[src/rtl/tile_pkg.sv]
// Shared types and constants for the tiling-buffer write sequencer.
package tile_pkg;
  typedef enum logic [2:0] {IDLE, FILL_TOP, FILL_BOT, HOLD, DRAIN} state_e;

  localparam logic [3:0] TOP_MASK = 4'b0101;
  localparam logic [3:0] BOT_MASK = 4'b1010;
  localparam logic [3:0] ALL_MASK = 4'hF;

  function automatic logic [3:0] half_mask(input logic bot);
    return bot ? BOT_MASK : TOP_MASK;
  endfunction
endpackage

[src/rtl/tile_write_ctrl_if.sv]
// Row stream, quadrant buffer and tile handshake bundle for tile_write_ctrl.
interface tile_write_ctrl_if #(
  parameter int SIZE_OF_INPUT = 128
);
  logic                     in_valid_i;
  logic [SIZE_OF_INPUT-1:0] in_data_i;
  logic                     in_ready_o;
  logic [3:0]               buf_wr_en_o;
  logic [SIZE_OF_INPUT-1:0] buf_wr_data_o;
  logic [3:0]               buf_rd_en_o;
  logic [3:0]               buf_is_full_i;
  logic [3:0]               buf_is_empty_i;
  logic                     tile_valid_o;
  logic                     tile_ready_i;

  modport master (
    input  in_valid_i, in_data_i, buf_is_full_i, buf_is_empty_i, tile_ready_i,
    output in_ready_o, buf_wr_en_o, buf_wr_data_o, buf_rd_en_o, tile_valid_o
  );

  modport slave (
    output in_valid_i, in_data_i, buf_is_full_i, buf_is_empty_i, tile_ready_i,
    input  in_ready_o, buf_wr_en_o, buf_wr_data_o, buf_rd_en_o, tile_valid_o
  );
endinterface

[src/rtl/tile_write_ctrl_row_counter.sv]
// Modulo-ROWS row counter; last_o flags the final row of a half-tile.
module tile_row_counter #(
  parameter int ROWS = 4
) (
  input  logic clk_i,
  input  logic rst_i,
  input  logic inc_i,
  input  logic clr_i,
  output logic last_o
);
  localparam int W = $clog2(ROWS) + 1;

  logic [W-1:0] cnt_q, cnt_d;

  // With ROWS==1 the compare is against 0, so every increment is the last.
  assign last_o = (cnt_q == W'(ROWS - 1));

  always_comb begin
    cnt_d = cnt_q;
    if (clr_i)      cnt_d = '0;
    else if (inc_i) cnt_d = last_o ? '0 : cnt_q + W'(1);
  end

  always_ff @(posedge clk_i) begin
    if (rst_i) cnt_q <= '0;
    else       cnt_q <= cnt_d;
  end
endmodule

[src/rtl/tile_write_ctrl.sv]
// Steers incoming rows into the four quadrant SIPOs and hands full tiles downstream.
// Optional status counters/error flag built only with TILE_WR_CTRL_STATUS_EN.
module tile_write_ctrl
  import tile_pkg::*;
#(
  parameter int SIZE_OF_INPUT  = 128,
  parameter int SIZE_OF_BUFFER = 8
) (
  input  logic              clk_i,
  input  logic              rst_i,
  tile_write_ctrl_if.master bus,
  output logic [15:0]       tile_cnt_o,
  output logic              ovf_err_o
);
  localparam int ROWS_PER_HALF = SIZE_OF_BUFFER / 2;

  state_e                   state_q, state_d;
  logic [3:0]               wr_en_q, wr_en_d;
  logic [SIZE_OF_INPUT-1:0] wr_data_q, wr_data_d;
  logic [3:0]               rd_en_q, rd_en_d;
  logic                     in_ready, accept, row_last, tile_valid, tile_hs, cnt_clr;
  logic [3:0]               full, empty;

  assign full  = bus.buf_is_full_i;
  assign empty = bus.buf_is_empty_i;

  // Ready never looks at in_valid_i, only at state and the target quadrants.
  assign in_ready   = ((state_q == FILL_TOP) && !full[0] && !full[2]) ||
                      ((state_q == FILL_BOT) && !full[1] && !full[3]);
  assign accept     = bus.in_valid_i && in_ready;
  assign tile_valid = (state_q == HOLD) && (full == ALL_MASK);
  assign tile_hs    = tile_valid && bus.tile_ready_i;
  assign cnt_clr    = (state_q == IDLE) || (state_q == DRAIN);

  tile_row_counter #(.ROWS(ROWS_PER_HALF)) u_row_cnt (
    .clk_i  (clk_i),
    .rst_i  (rst_i),
    .inc_i  (accept),
    .clr_i  (cnt_clr),
    .last_o (row_last)
  );

  always_comb begin
    state_d   = state_q;
    wr_en_d   = accept ? half_mask(state_q == FILL_BOT) : 4'h0;
    wr_data_d = accept ? bus.in_data_i : wr_data_q;
    rd_en_d   = tile_hs ? ALL_MASK : 4'h0;
    unique case (state_q)
      IDLE:     if (empty == ALL_MASK)    state_d = FILL_TOP;
      FILL_TOP: if (accept && row_last)   state_d = FILL_BOT;
      FILL_BOT: if (accept && row_last)   state_d = HOLD;
      HOLD:     if (tile_hs)              state_d = DRAIN;
      DRAIN:    if (empty == ALL_MASK)    state_d = FILL_TOP;
      default:                            state_d = IDLE;
    endcase
  end

  always_ff @(posedge clk_i) begin
    if (rst_i) begin
      state_q   <= IDLE;
      wr_en_q   <= 4'h0;
      wr_data_q <= '0;
      rd_en_q   <= 4'h0;
    end else begin
      state_q   <= state_d;
      wr_en_q   <= wr_en_d;
      wr_data_q <= wr_data_d;
      rd_en_q   <= rd_en_d;
    end
  end

  assign bus.in_ready_o    = in_ready;
  assign bus.buf_wr_en_o   = wr_en_q;
  assign bus.buf_wr_data_o = wr_data_q;
  assign bus.buf_rd_en_o   = rd_en_q;
  assign bus.tile_valid_o  = tile_valid;

`ifdef TILE_WR_CTRL_STATUS_EN
  logic [15:0] tile_cnt_q, tile_cnt_d;
  logic        ovf_q, ovf_d;

  // Overflow compares the write actually issued this cycle against live full flags.
  assign tile_cnt_d = tile_hs ? tile_cnt_q + 16'd1 : tile_cnt_q;
  assign ovf_d      = ovf_q || (|(wr_en_q & full));

  always_ff @(posedge clk_i) begin
    if (rst_i) begin
      tile_cnt_q <= 16'd0;
      ovf_q      <= 1'b0;
    end else begin
      tile_cnt_q <= tile_cnt_d;
      ovf_q      <= ovf_d;
    end
  end

  assign tile_cnt_o = tile_cnt_q;
  assign ovf_err_o  = ovf_q;
`else
  assign tile_cnt_o = 16'd0;
  assign ovf_err_o  = 1'b0;
`endif
endmodule

[src/flat_wrapper.sv]
// flat-port wrapper written by rule: the top's interface ports become plain ports
module tile_write_ctrl_flat import tile_pkg::*;
#(
  parameter int SIZE_OF_INPUT  = 128,
  parameter int SIZE_OF_BUFFER = 8
)
  (clk_i, rst_i, tile_cnt_o, ovf_err_o, bus_in_valid_i, bus_in_data_i, bus_buf_is_full_i, bus_buf_is_empty_i, bus_tile_ready_i, bus_in_ready_o, bus_buf_wr_en_o, bus_buf_wr_data_o, bus_buf_rd_en_o, bus_tile_valid_o);
  tile_write_ctrl_if #(.SIZE_OF_INPUT(SIZE_OF_INPUT)) bus_i ();
  input  logic clk_i;
  input  logic rst_i;
  output logic [15:0] tile_cnt_o;
  output logic ovf_err_o;
  input wire logic [$bits(bus_i.in_valid_i)-1:0] bus_in_valid_i;
  input wire logic [$bits(bus_i.in_data_i)-1:0] bus_in_data_i;
  input wire logic [$bits(bus_i.buf_is_full_i)-1:0] bus_buf_is_full_i;
  input wire logic [$bits(bus_i.buf_is_empty_i)-1:0] bus_buf_is_empty_i;
  input wire logic [$bits(bus_i.tile_ready_i)-1:0] bus_tile_ready_i;
  output wire logic [$bits(bus_i.in_ready_o)-1:0] bus_in_ready_o;
  output wire logic [$bits(bus_i.buf_wr_en_o)-1:0] bus_buf_wr_en_o;
  output wire logic [$bits(bus_i.buf_wr_data_o)-1:0] bus_buf_wr_data_o;
  output wire logic [$bits(bus_i.buf_rd_en_o)-1:0] bus_buf_rd_en_o;
  output wire logic [$bits(bus_i.tile_valid_o)-1:0] bus_tile_valid_o;
  assign bus_i.in_valid_i = bus_in_valid_i;
  assign bus_i.in_data_i = bus_in_data_i;
  assign bus_i.buf_is_full_i = bus_buf_is_full_i;
  assign bus_i.buf_is_empty_i = bus_buf_is_empty_i;
  assign bus_i.tile_ready_i = bus_tile_ready_i;
  assign bus_in_ready_o = bus_i.in_ready_o;
  assign bus_buf_wr_en_o = bus_i.buf_wr_en_o;
  assign bus_buf_wr_data_o = bus_i.buf_wr_data_o;
  assign bus_buf_rd_en_o = bus_i.buf_rd_en_o;
  assign bus_tile_valid_o = bus_i.tile_valid_o;
  tile_write_ctrl #(.SIZE_OF_INPUT(SIZE_OF_INPUT), .SIZE_OF_BUFFER(SIZE_OF_BUFFER)) u_core (.clk_i(clk_i), .rst_i(rst_i), .bus(bus_i), .tile_cnt_o(tile_cnt_o), .ovf_err_o(ovf_err_o));
endmodule
[config.mk]
export PLATFORM = sky130hd
export DESIGN_NAME = tile_write_ctrl_flat
export DESIGN_NICKNAME = d
export VERILOG_FILES = /design/src/rtl/tile_pkg.sv /design/src/rtl/tile_write_ctrl_if.sv /design/src/rtl/tile_write_ctrl_row_counter.sv /design/src/rtl/tile_write_ctrl.sv /design/src/flat_wrapper.sv
export SDC_FILE = /design/constraint.sdc
export NUM_CORES = 1
export LEC_CHECK = 0
export ABC_CLOCK_PERIOD_IN_PS = 3700
export BUFFER_PORTS_ARGS = -buffer_cell sky130_fd_sc_hd__buf_4
export CAP_MARGIN = 40
export CORE_AREA = 2 2 114 116
export DETAILED_ROUTE_END_ITERATION = 10
export DIE_AREA = 0 0 116 118
export PLACE_DENSITY = 0.84
export SKIP_CTS_REPAIR_TIMING = 1
export SLEW_MARGIN = 20
export SYNTH_ARGS = -nofsm -noshare
export SYNTH_HDL_FRONTEND = slang
export SYNTH_SLANG_ARGS = --single-unit
[constraint.sdc]
create_clock -name clk_i -period 3.7 [get_ports clk_i]
set_clock_uncertainty 0.15 [all_clocks]
set_input_delay 0.37 -clock clk_i [delete_from_list [all_inputs] [get_ports clk_i]]
set_output_delay 0.37 -clock clk_i [all_outputs]
set_load 0.05 [all_outputs]
==> impl_metrics.tcl, run 1 <==
set metrics [dict create \
    status "finished clean" \
    ys_dominant_reg_cell "sky130_fd_sc_hd__dfxtp_1" \
    htreeDepth 4 \
    cell_internal_pwr_mw 2.86 \
    cell_chain_of_the_critical_path "nor3b_2 > a32o_4 > buf_4 > nand2_1 > a21oi_1" \
    post-route-drc-count 0 \
    min_period_over_period_pct 66.0 \
    drt_first_iter_violations 415 \
    route.detailed.wl_per_inst_um 13.1 \
    die_y_um 118 \
    place_hpwl_mm 9.90 \
    die_area_um2 13700 \
    max_cap_violations 0 \
    grt.total_usage_pct 19.9 \
    crit_path_start_kind "flip-flop" \
    cts_root_buffer "sky130_fd_sc_hd__clkbuf_16" \
    via_per_inst 4.62 \
    clkLatencyLatePin_ps 400 \
    row_count 41 \
    n_antenna_cell 0 \
    netlist-cell-type-count 35 \
    yosys_register_bits 137 \
    syn-instance-count 630 \
    seqPwrFrac_pct 40.9 \
    max_slew_margin_pct 50.0 \
    detail-route-antenna-nets 0 \
    placedCellCount 1036 \
    timing.critical_path.buf_inv 1 \
    clkPwrFrac_pct 52.6 \
    timing.critical_path.arrival_ps 2630 \
    routabilityCongestion 0.783 \
    grt_antenna_before_repair 0 \
    placedInstanceArea_um2 7110 \
    cts_tree "done" \
    dp_worst_setup_slack_ps 1180 \
    synthDominantAreaCellType "sky130_fd_sc_hd__dfxtp_1" \
    syn_area_um2 5020 \
    worstPathMaxFanout 61 \
    post_route_cells_drive_above_1_share_pct 35.8 \
    postLayoutSetupSlackWorst_ps 1260 \
    critPathKind "reg2reg" \
    worst_slew_pin_tran_ps 750 \
    ios 295 \
    detailedRoute.firstPassIterationCount 4 \
    swShare_pct 21.2 \
    grt_pass1_vias 4665 \
    peakVddDrop_mv 0.349 \
    synth_sequential_area_ratio_pct 54.6 \
    synth.top_cells.by_count "261 x sky130_fd_sc_hd__nand2_1, 137 x sky130_fd_sc_hd__dfxtp_1, 131 x sky130_fd_sc_hd__a21oi_1" \
    slowest_cell_delay_on_critical_path_ps 650 \
    yosys-top-cells-area "sky130_fd_sc_hd__dfxtp_1 55%, sky130_fd_sc_hd__nand2_1 20%, sky130_fd_sc_hd__a21oi_1 13%, sky130_fd_sc_hd__buf_4 4.3%, sky130_fd_sc_hd__clkbuf_1 1.5%" \
    clkTransAtPathRegs_ps 60 \
    synth_most_common_cell "sky130_fd_sc_hd__nand2_1" \
    critical-path-slowest-cell "sky130_fd_sc_hd__a32o_4" \
    design_area_um2 7790 \
    hold_path_class "in2reg" \
    drv_slew 0 \
    p_comb_share_pct 6.5 \
    final_hold_viol_count 0 \
    grt_start_max_net_pins 62 \
    grt_setup_unrepaired "no" \
    totalNegativeSetupSlack_ps 0 \
    p_leak_nw 3.31 \
    numCtsBuffers 17 \
    start_util_pct 40.5 \
    area_delta_synth_final_pct 55.1 \
    avgSynthCellArea_um2 7.97 \
    wirelength_mm 14.0 \
    worst_ep_required_time_ps 3880 \
    synth.top_cell.area_share_pct 54.6 \
    die_w_um 116 \
    critical_path.top_delay_family "compound AO/OA/AOI/OAI gates" \
    timing.fmax_mhz 409 \
    asyncSetResetFlopFracSynth_pct 0 \
    synth_edf_count 0 \
    clock_tree.buffer_depth 2 \
    post_layout_nonfiller_instances 1068 \
    clock_sink_count 137 \
    nFillCells 1081 \
    io_buffer_count 277 \
    setup.worst_path.end_class "flip-flop" \
    grt_first_pass_wirelength_mm 21.7 \
    powerDensity_nw_per_um2 466 \
    final_period_minus_worst_setup_slack_ps 2440 \
    placeableCoreArea_um2 12400 \
    final_nets 1024 \
    yosysWarnings 0 \
    routed-via-count 4932 \
    finalSetupViolations 0 \
    p_sw_uw 769 \
    grt_overflow 0 \
]
==> layout make-up <==
type | instances | area [µm²] | share of cell area [%]
Sequential cell | 137 | 2740 | 35.2
Timing Repair Buffer | 284 | 2180 | 28.0
Multi-Input combinational cell | 442 | 1970 | 25.3
Clock buffer | 17 | 425 | 5.46
Clock inverter | 15 | 249 | 3.20
Tap cell | 172 | 215 | 2.76
Inverter | 1 | 3.75 | 0.0482
==> registers in the layout, summed over array words and instances, names as in the netlist <==
register,count
u_core.bus.buf_rd_en_o,1
u_core.bus.buf_wr_data_o,128
u_core.bus.buf_wr_en_o,2
u_core.state_q,3
u_core.u_row_cnt.cnt_q,3
==> per-layer routing <==
layer  vias up  part of all wire (%)  track usage, %
li1       2505                     -               -
met1      2205                    40            22.4
met2       201                    50            33.6
met3        21                   8.9            8.24
met4         0                   1.6            6.70
met5         -                     0               0
==> logic make-up after synthesis <==
kind of cell	count (synthesis)	share of synthesized area, %
flops	137	54.6
simple gates	285	22.7
fa+ha+maj	1	0.249
mux	1	0.199
other cells	1	0.0747
compound gates	138	14.3
buf+inv	67	7.80
==> stage by stage <==
step                      hold slack, ps  power, mW  utilization [%]
after floorplan                      262       1.63                -
after global placement               271       1.75             57.1
after detailed placement             275       1.75             57.3
after CTS                           39.6       3.67             62.7
after global routing                35.4       3.75             62.7
final                               58.7       3.63             62.7
==> cell usage in the layout (no fill, tap or decap), types with 2 or more instances in the layout <==
cell type | netlist | routed
sky130_fd_sc_hd__clkinv_4 | 0 | 4
sky130_fd_sc_hd__a21oi_1 | 131 | 131
sky130_fd_sc_hd__clkbuf_16 | 0 | 17
sky130_fd_sc_hd__bufinv_16 | 0 | 6
sky130_fd_sc_hd__dfxtp_1 | 137 | 137
sky130_fd_sc_hd__nand2_1 | 261 | 261
sky130_fd_sc_hd__conb_1 | 1 | 17
sky130_fd_sc_hd__and3_1 | 2 | 2
sky130_fd_sc_hd__clkinv_2 | 0 | 2
sky130_fd_sc_hd__nand3_1 | 3 | 3
sky130_fd_sc_hd__nor2_1 | 3 | 3
sky130_fd_sc_hd__buf_12 | 0 | 4
sky130_fd_sc_hd__buf_4 | 29 | 280
sky130_fd_sc_hd__nor3_1 | 2 | 2
sky130_fd_sc_hd__nor3b_1 | 4 | 4
sky130_fd_sc_hd__clkinvlp_4 | 0 | 2
==> power by group through the flow <==
stage | combinational [mW] | sequential (mW) | clock [mW]
floorplan | 0.0918 | 1.54 | 0
global placement | 0.231 | 1.52 | 0
detailed placement | 0.235 | 1.52 | 0
CTS | 0.236 | 1.49 | 1.94
global route | 0.250 | 1.49 | 2.01
finish | 0.236 | 1.49 | 1.91
==> tightest hold or removal path, stage by stage <==
cell	delay [ps]
sky130_fd_sc_hd__buf_4	110
sky130_fd_sc_hd__nand2_1	40
sky130_fd_sc_hd__a21oi_1	50
==> worst paths after layout <==
| kind | slack, ps | end | from | cells after the start |
|---|---|---|---|---|
| worst max register to register | 1260 | u_core.bus.buf_wr_data_o[73] | u_core.state_q[1] | 5 |
| worst max-delay path | 1260 | u_core.bus.buf_wr_data_o[73] | u_core.state_q[1] | 5 |
| worst min register to register | 280 | u_core.u_row_cnt.cnt_q[2] | u_core.u_row_cnt.cnt_q[2] | 2 |
| worst min-delay path | 60 | u_core.bus.buf_wr_data_o[91] | bus_in_data_i[91] | 3 |
Power figures use the tool's default switching activity.
==> inputs of run 2 (changes only) <==
--- a/config.mk
+++ b/config.mk
@@ -5,12 +5,13 @@
 export SDC_FILE = /design/constraint.sdc
 export NUM_CORES = 1
 export LEC_CHECK = 0
-export ABC_CLOCK_PERIOD_IN_PS = 3700
+export ABC_AREA = 1
+export ABC_CLOCK_PERIOD_IN_PS = 2160
 export BUFFER_PORTS_ARGS = -buffer_cell sky130_fd_sc_hd__buf_4
 export CAP_MARGIN = 40
-export CORE_AREA = 2 2 114 116
+export CORE_AREA = 2 2 117 119
 export DETAILED_ROUTE_END_ITERATION = 10
-export DIE_AREA = 0 0 116 118
+export DIE_AREA = 0 0 119 121
 export PLACE_DENSITY = 0.84
 export SKIP_CTS_REPAIR_TIMING = 1
 export SLEW_MARGIN = 20
==> constraint.sdc (replaced) <==
create_clock -name clk_i -period 2.16 [get_ports clk_i]
set_clock_uncertainty 0.15 [all_clocks]
set_input_delay 0.216 -clock clk_i [delete_from_list [all_inputs] [get_ports clk_i]]
set_output_delay 0.216 -clock clk_i [all_outputs]
set_load 0.05 [all_outputs]
==> impl_metrics.tcl, run 2 <==
set metrics [dict create \
    status "finished, violations left" \
    violations "hold timing" \
    timing.fmax_mhz 523 \
    grt_antenna_before_repair 0 \
    finalSetupViolations 0 \
    ios 295 \
    wirelength_mm 18.5 \
    route.detailed.wl_per_inst_um 15.1 \
    slowest_cell_delay_on_critical_path_ps 340 \
    hold_path_class "in2reg" \
    timing.critical_path.arrival_ps 2090 \
    clock_tree.buffer_depth 2 \
    placedCellCount 1063 \
    crit_path_start_kind "flip-flop" \
    worstPathMaxFanout 50 \
    numCtsBuffers 17 \
    final_nets 1175 \
    syn-instance-count 649 \
    post_layout_nonfiller_instances 1223 \
    htreeDepth 4 \
    design_area_um2 9050 \
    drt_first_iter_violations 505 \
    detail-route-antenna-nets 0 \
    peakVddDrop_mv 0.569 \
    post_route_cells_drive_above_1_share_pct 30.9 \
    path_depth 9 \
    netlist-cell-type-count 22 \
    critPathKind "reg2reg" \
    detailedRoute.firstPassIterationCount 5 \
    final_cell_mix "280 x sky130_fd_sc_hd__buf_4, 270 x sky130_fd_sc_hd__nor2_1, 137 x sky130_fd_sc_hd__dfxtp_1" \
    die_area_um2 14400 \
    wl_met1_mm 7.04 \
    critical_path.top_delay_family "simple AND/OR/NAND/NOR gates" \
    place_hpwl_mm 10.2 \
    final_period_minus_worst_setup_slack_ps 1910 \
    totalNegativeSetupSlack_ps 0 \
    routabilityCongestion 0.779 \
    asyncSetResetFlopFracSynth_pct 0 \
    grt_setup_unrepaired "no" \
    drv_slew 0 \
    endpoint "u_core.bus.buf_wr_data_o[3]" \
    p_leak_nw 4.09 \
    powerDensity_nw_per_um2 949 \
    routed-via-count 5858 \
    synth_most_common_cell "sky130_fd_sc_hd__nor2_1" \
    yosysWarnings 0 \
    cpMostUsedCell "sky130_fd_sc_hd__nor2_1" \
    timing.critical_path.buf_inv 3 \
    clkTransAtPathRegs_ps 60 \
    grt_first_pass_wirelength_mm 21.9 \
    clkLatencyLatePin_ps 410 \
    crit-reg2reg-capture "u_core.bus.buf_wr_data_o[3]" \
    clock_sink_count 137 \
    timing.hold.ws_ps -26.5 \
    grt.total_usage_pct 19.1 \
    worst_r2r_path_depth 9 \
    routed-wl-met2_mm 9.32 \
    worst_ep_required_time_ps 2340 \
    die_w_um 119 \
    via_per_inst 4.79 \
    cts_tree "done" \
    placedInstanceArea_um2 7140 \
    cp-startpoint "u_core.state_q[0]" \
    met3_wirelength_mm 1.57 \
    r2r_slack_ps 250 \
    leading_cell_type_in_the_layout_fill_and_taps_excluded "sky130_fd_sc_hd__buf_4" \
    yosys_register_bits 137 \
    die_y_um 121 \
    max_cap_violations 0 \
    largest_register_ffs 128 \
    start_util_pct 38.6 \
    row_count 42 \
    min_period_over_period_pct 88.6 \
    synthDominantAreaCellType "sky130_fd_sc_hd__dfxtp_1" \
    top_signal_layer_used "met4" \
    cell_chain_of_the_critical_path "inv_2 > nor2_2 > nand3_1 > nand2_2 > nand2_4 > inv_4 > buf_12 > nor2_1 > nor2_1" \
    synth.top_cells.by_count "270 x sky130_fd_sc_hd__nor2_1, 137 x sky130_fd_sc_hd__dfxtp_1, 103 x sky130_fd_sc_hd__o21ai_0" \
    grt_pass1_vias 4597 \
    syn_area_um2 5050 \
    grt_overflow 0 \
    power_total_mw 8.58 \
    setup.worst_path.end_class "flip-flop" \
    ys_dominant_reg_cell "sky130_fd_sc_hd__dfxtp_1" \
    cts_root_buffer "sky130_fd_sc_hd__clkbuf_16" \
    synth_sequential_area_ratio_pct 54.4 \
    synth_edf_count 0 \
    final_hold_viol_count 2 \
    avgSynthCellArea_um2 7.78 \
    area_delta_synth_final_pct 79.3 \
    critical-path-slowest-cell "sky130_fd_sc_hd__dfxtp_1" \
    grt_start_max_net_pins 74 \
    io_buffer_count 277 \
    reg2reg_from "u_core.state_q[0]" \
    synth.top_cell.area_share_pct 54.4 \
    placeableCoreArea_um2 13100 \
    post-route-drc-count 0 \
    yosys-top-cells-area "sky130_fd_sc_hd__dfxtp_1 54%, sky130_fd_sc_hd__nor2_1 20%, sky130_fd_sc_hd__o21ai_0 10%, sky130_fd_sc_hd__buf_4 3.3%, sky130_fd_sc_hd__o21ai_1 2.6%" \
]
run 2: changes by cell type after synthesis, sizes merged, moves of 2 or more:
cell,previous run,this run
a21oi,131,5
nand3,3,6
inv,1,10
nor3b,5,0
o21ai,1,129
and3,2,0
nand2,261,20
clkbuf,22,24
nor2b,2,0
nor2,3,271
buf,44,40
run 2: metal layers:
layer  global-route usage, %  vias to the layer above
li1                        -                     2799
met1                    21.4                     2679
met2                    31.4                      334
met3                    8.36                       46
met4                    8.71                        0
met5                       0                        -
run 2: layout make-up:
class | instances | area [µm²]
sequential | 137 | 2740
antenna | 1 | 2.50
multi-input combinational | 453 | 1910
clock buffer | 20 | 457
inverter | 11 | 45.0
timing repair buffer | 414 | 3500
tap | 176 | 220
fill | 903 | 4040
clock inverter | 11 | 170
run 2: how the worst min path moves through the flow:
| stage | to | cells after the start | slack (ps) | from |
|---|---|---|---|---|
| floorplan | u_core.bus.buf_rd_en_o[2] | 1 | 140 | rst_i |
| global placement | u_core.bus.buf_rd_en_o[2] | 2 | 260 | rst_i |
| detailed placement | u_core.bus.buf_rd_en_o[2] | 2 | 260 | rst_i |
| CTS | u_core.bus.buf_rd_en_o[2] | 2 | -180 | rst_i |
| global route | u_core.bus.buf_wr_data_o[41] | 3 | 4 | bus_in_data_i[41] |
| finish | u_core.bus.buf_wr_data_o[33] | 3 | -30 | bus_in_data_i[33] |
run 2: worst register-to-register path, stage by stage (launching register included):
cell                      delay (ps)
sky130_fd_sc_hd__dfxtp_1         340
sky130_fd_sc_hd__inv_2            40
sky130_fd_sc_hd__nor2_2          110
sky130_fd_sc_hd__nand3_1         100
sky130_fd_sc_hd__nand2_2         110
sky130_fd_sc_hd__nand2_4         150
sky130_fd_sc_hd__inv_4           280
sky130_fd_sc_hd__buf_12          280
sky130_fd_sc_hd__nor2_1          110
sky130_fd_sc_hd__nor2_1          170
run 2: per-stage QoR:
stage | worst slack (ps) | utilization (%)
after floorplan | 89.5 | -
after global placement | 410 | 54.5
after detailed placement | 354 | 54.5
after CTS | 325 | 59.3
after global routing | 103 | 69.1
final | 247 | 69.1
run 2: cells by family (layout without fill, tap and decap cells):
group	count (synthesis)	after routing	share of synthesized area [%]
other cells	1	18	0.0743
fa+ha+maj	1	1	0.248
flops	137	137	54.4
buf+inv	75	456	9.17
simple gates	299	299	22.6
compound gates	136	136	13.6
run 2: where the power goes:
part / internal (mW) / total [mW] / switching [mW]
combinational: 0.902 / 2.56 / 1.66
sequential: 2.79 / 2.95 / 0.160
clock: 1.99 / 3.07 / 1.08
